==> config.mk <==
export PLATFORM = sky130hd
export DESIGN_NAME = fp_add_arbiter
export DESIGN_NICKNAME = d
export VERILOG_FILES = /design/src/rtl/fp_add_arbiter.sv
export SDC_FILE = /design/constraint.sdc
export NUM_CORES = 1
export LEC_CHECK = 0
export ABC_AREA = 1
export CORE_AREA = 5 5 138 166
export DETAILED_ROUTE_END_ITERATION = 8
export DIE_AREA = 0 0 143 171
export DONT_BUFFER_PORTS = 1
export GPL_TIMING_DRIVEN = 1
export PLACE_DENSITY_LB_ADDON = 0.25
export SLEW_MARGIN = 20
export SYNTH_ARGS = -nofsm -noshare
export SYNTH_HDL_FRONTEND = slang
export SYNTH_SLANG_ARGS = --single-unit
==> constraint.sdc <==
create_clock -name clk -period 2.25 [get_ports clk]
set_clock_uncertainty 0.15 [all_clocks]
set_input_delay 0.45 -clock clk [delete_from_list [all_inputs] [get_ports clk]]
set_output_delay 0.45 -clock clk [all_outputs]
set_load 0.02 [all_outputs]
==> src/rtl/fp_add_arbiter.sv <==
// fp_add_arbiter: round-robin sharing of one multicycle FP adder between two requesters,
// with start/done sequencing, per-operation timeout and a single-entry response slot per port.
module fp_add_arbiter #(
  parameter int WIDTH   = 32,
  parameter int TIMEOUT = 64
) (
  input  logic             clk,
  input  logic             rst_n,
  input  logic             req0_valid,
  output logic             req0_ready,
  input  logic [WIDTH-1:0] req0_a,
  input  logic [WIDTH-1:0] req0_b,
  input  logic             req0_sub,
  input  logic             req1_valid,
  output logic             req1_ready,
  input  logic [WIDTH-1:0] req1_a,
  input  logic [WIDTH-1:0] req1_b,
  input  logic             req1_sub,
  output logic             rsp0_valid,
  input  logic             rsp0_ready,
  output logic [WIDTH-1:0] rsp0_data,
  output logic             rsp0_err,
  output logic             rsp1_valid,
  input  logic             rsp1_ready,
  output logic [WIDTH-1:0] rsp1_data,
  output logic             rsp1_err,
  output logic             fpa_start,
  output logic [WIDTH-1:0] fpa_a,
  output logic [WIDTH-1:0] fpa_b,
  output logic             fpa_sub,
  input  logic             fpa_done,
  input  logic [WIDTH-1:0] fpa_result,
  output logic             busy
);
  localparam int CW = $clog2(TIMEOUT);
  typedef enum logic [1:0] {IDLE, ISSUE, DRAIN} state_t;
  state_t state, state_nx;
  logic elig0, elig1, winner, accept, tmo, fin, owner, last_grant;
  logic [CW-1:0] cnt;
  logic [WIDTH-1:0] fin_data;
  assign elig0      = req0_valid && !rsp0_valid;
  assign elig1      = req1_valid && !rsp1_valid;
  assign winner     = (elig0 && elig1) ? !last_grant : elig1;
  assign req0_ready = (state == IDLE) && elig0 && !winner;
  assign req1_ready = (state == IDLE) && elig1 && winner;
  assign accept     = req0_ready || req1_ready;
  assign tmo        = cnt == CW'(TIMEOUT - 1);
  // done takes precedence over a timeout landing in the same cycle
  assign fin        = (state == ISSUE) && (fpa_done || tmo);
  assign fin_data   = fpa_done ? fpa_result : '0;
  assign busy       = state != IDLE;
  always_comb begin
    state_nx = state;
    case (state)
      IDLE:    state_nx = accept ? ISSUE : IDLE;
      ISSUE:   state_nx = fin ? DRAIN : ISSUE;
      DRAIN:   state_nx = fpa_done ? DRAIN : IDLE;
      default: state_nx = IDLE;
    endcase
  end
  always_ff @(posedge clk or negedge rst_n)
    if (!rst_n) state <= IDLE;
    else state <= state_nx;
  always_ff @(posedge clk or negedge rst_n) begin
    if (!rst_n) begin
      last_grant <= 1'b1;
      owner      <= 1'b0;
      fpa_start  <= 1'b0;
      fpa_a      <= '0;
      fpa_b      <= '0;
      fpa_sub    <= 1'b0;
      cnt        <= '0;
    end else if (accept) begin
      last_grant <= winner;
      owner      <= winner;
      fpa_start  <= 1'b1;
      fpa_a      <= winner ? req1_a : req0_a;
      fpa_b      <= winner ? req1_b : req0_b;
      fpa_sub    <= winner ? req1_sub : req0_sub;
      cnt        <= '0;
    end else if (state == ISSUE) begin
      cnt <= cnt + 1'b1;
      if (fin) fpa_start <= 1'b0;
    end
  end
  always_ff @(posedge clk or negedge rst_n) begin
    if (!rst_n) begin
      rsp0_valid <= 1'b0;
      rsp0_data  <= '0;
      rsp0_err   <= 1'b0;
      rsp1_valid <= 1'b0;
      rsp1_data  <= '0;
      rsp1_err   <= 1'b0;
    end else begin
      if (fin && !owner) begin
        rsp0_valid <= 1'b1;
        rsp0_data  <= fin_data;
        rsp0_err   <= !fpa_done;
      end else if (rsp0_ready) rsp0_valid <= 1'b0;
      if (fin && owner) begin
        rsp1_valid <= 1'b1;
        rsp1_data  <= fin_data;
        rsp1_err   <= !fpa_done;
      end else if (rsp1_ready) rsp1_valid <= 1'b0;
    end
  end
endmodule
==> impl_metrics.tcl <==
set metrics [dict create \
    status "complete, but fails checks" \
    violations "negative hold slack" \
    grt_start_max_net_pins 145 \
    place_ws_ns 0.340 \
    max_freq_mhz 468 \
    antenna_found_initial 1 \
    grt_overflow 0 \
    h-tree-depth 4 \
    clk_pin_slew_ns 0.07 \
    clk_latency_ns 0.41 \
    fin_tns_setup_ns 0 \
    final_cell_mix "nand2_1 (342), dfrtp_1 (142), inv_1 (77)" \
    irDropWorstVdd_uv 894 \
    slew-limit-headroom_pct 49.9 \
    hold_ws_ns -0.427 \
    rows 59 \
    worstSetupPathType "reg2out" \
    cts_tree "done" \
    hold_path.class "in2async" \
    cp-start-kind "register" \
    hold_viol_final 144 \
    rsz0062_at_grt "no" \
    ys_seq_area_share_pct 49.8 \
    clock_path_buffers 2 \
    final_common_cell "nand2_1" \
    gp_congestion 0.762 \
    tightest_slew_ns 0.751 \
    post-cts-setup-buffers 0 \
    synth.avg_cell_area_um2 8.39 \
    maxCapViolations 0 \
    drt_iter0_drc 258 \
    cts_hold_buf 2 \
    syn_area_um2 7240 \
    die_area_um2 24500 \
    drive_above_1_share_pct 10.9 \
    area_growth_pct 10.1 \
    drc 0 \
    wire_per_inst_um 18.1 \
    vias_per_cell 5.02 \
    portBuffers 0 \
    grt_use_total_pct 15.9 \
    synth_cell_types 30 \
    ios 306 \
    yosys_warnings 0 \
    finalSetupViolations 0 \
    core_area_um2 21300 \
    die_w_um 143 \
    power.density_nw_per_um2 1630 \
    syn_inst 863 \
    chipHeight_um 171 \
    report.final.slew_viol_count 0 \
    cp.arrival_ns 1.54 \
    nFillCells 2196 \
    grt_pass1_wl_mm 30.9 \
    final_core_util_pct 37.3 \
    final_nets 1001 \
    regArea_um2 3610 \
    grt_pass1_vias 5466 \
    numClockSinks 144 \
    cts-buffers-inserted 17 \
    first_pass_iters 4 \
    multi_input_area_um2 2930 \
    layout_min_cycle_time_ns 2.14 \
    final_antenna_net_count 0 \
    cts-root-buf "clkbuf_16" \
    drt_wl_total_mm 20.3 \
    end_kind "primary output" \
    p_leak_nw 4.14 \
    syn_nets 1033 \
    min_period_over_period_pct 95.0 \
    critical_path_required_ns 1.65 \
    synth.ff_latch_count 144 \
    setup_slack_ns 0.113 \
    vias 5616 \
    cp_max_fo 7 \
    start_util_pct 33.9 \
    dp_hpwl_mm 13.6 \
]
-- per-layer routing --
metal | GRT usage, % | wire [µm] | up-vias
li1 | - | - | 2706
met4 | 4.05 | 194 | 0
met2 | 26.3 | 9640 | 226
met1 | 18.4 | 7970 | 2670
met5 | 0 | 0 | -
met3 | 8.05 | 2490 | 14
-- area by class of cell --
type	count	share of cell area [%]
Inverter	82	3.89
Timing Repair Buffer	11	1.88
Multi-Input combinational cell	575	36.8
Tap cell	274	4.30
Antenna cell	1	0.0314
Clock buffer	17	5.34
Sequential cell	144	45.3
Clock inverter	15	2.47
-- report_power, final --
part / switching [mW] / internal (mW)
sequential: 2.42 / 3.79
combinational: 2.52 / 1.27
clock: 1.21 / 1.79
-- logic make-up (layout without fill, tap and decap cells) --
logic type,Yosys count,count (layout),synth area share [%]
and+or+nand+nor,563,563,39.1
DFF,144,144,49.8
AOI/OAI and AO/OA,11,11,1.02
other,0,1,0
buffers and inverters,144,125,9.92
adders and majority gates,1,1,0.173
-- final timing paths --
check / start / endpoint / slack (ns) / cells after the start
max: rsp1_valid / req0_ready / 0.11 / 4
min in group clk: fpa_result[16] / rsp1_data[16] / 0.03 / 2
max in group asynchronous: rst_n / last_grant / 2.12 / 0
min reg2reg: last_grant / last_grant / 0.32 / 2
min: rst_n / fpa_b[12] / -0.43 / 0
max reg2reg: state[1] / rsp1_data[7] / 0.36 / 6
-- synthesized netlist by cell type, drive strengths merged --
library cell    n  area [µm²]
a21oi           2        10.0
buf            54         378
clkbuf          8        30.0
dfrtp         143        3580
dfstp           1        26.3
ha              1        12.5
inv            82         310
nand2         348        1320
nand3          72         536
nand3b         65         488
nand4          67         419
nor2            9        46.3
nor3            1        5.00
nor3b           1        12.5
o21ai           6        30.0
o21bai          2        26.3
o31ai           1        7.51
-- critical path: stages (launching register included) --
cell     delay [ns]
dfrtp_1        0.48
nor2_4         0.29
nand2_2        0.13
nand3_1        0.12
inv_2          0.10
-- stage by stage --
| step | instances | hold WS, ns | power (mW) | instance area (µm²) |
|---|---|---|---|---|
| final | 1119 | -0.427 | 13.0 | 7970 |
| after global routing | 1119 | -0.462 | 14.0 | 7970 |
| after CTS | 1118 | -0.453 | 13.3 | 7960 |
| after detailed placement | 1084 | 0.00931 | 10.2 | 7310 |
| after global placement | 1084 | 0.00903 | 10.1 | 7310 |
| after floorplan | 863 | 0.00441 | 9.19 | 7240 |
-- state kept, by name, indices dropped and copies added (netlist names), 2 cells and up --
| name | flops |
|---|---|
| rsp0_data | 32 |
| rsp1_data | 32 |
| fpa_b | 32 |
| cnt | 6 |
| state | 2 |
| fpa_a | 32 |
-- repair_timing --
item,in CTS,in global routing
setup endpoints to repair,2,2
endpoints found under the hold margin,146,144
pin swaps,0,1
gates resized for setup,3,2
Power figures use the tool's default switching activity.
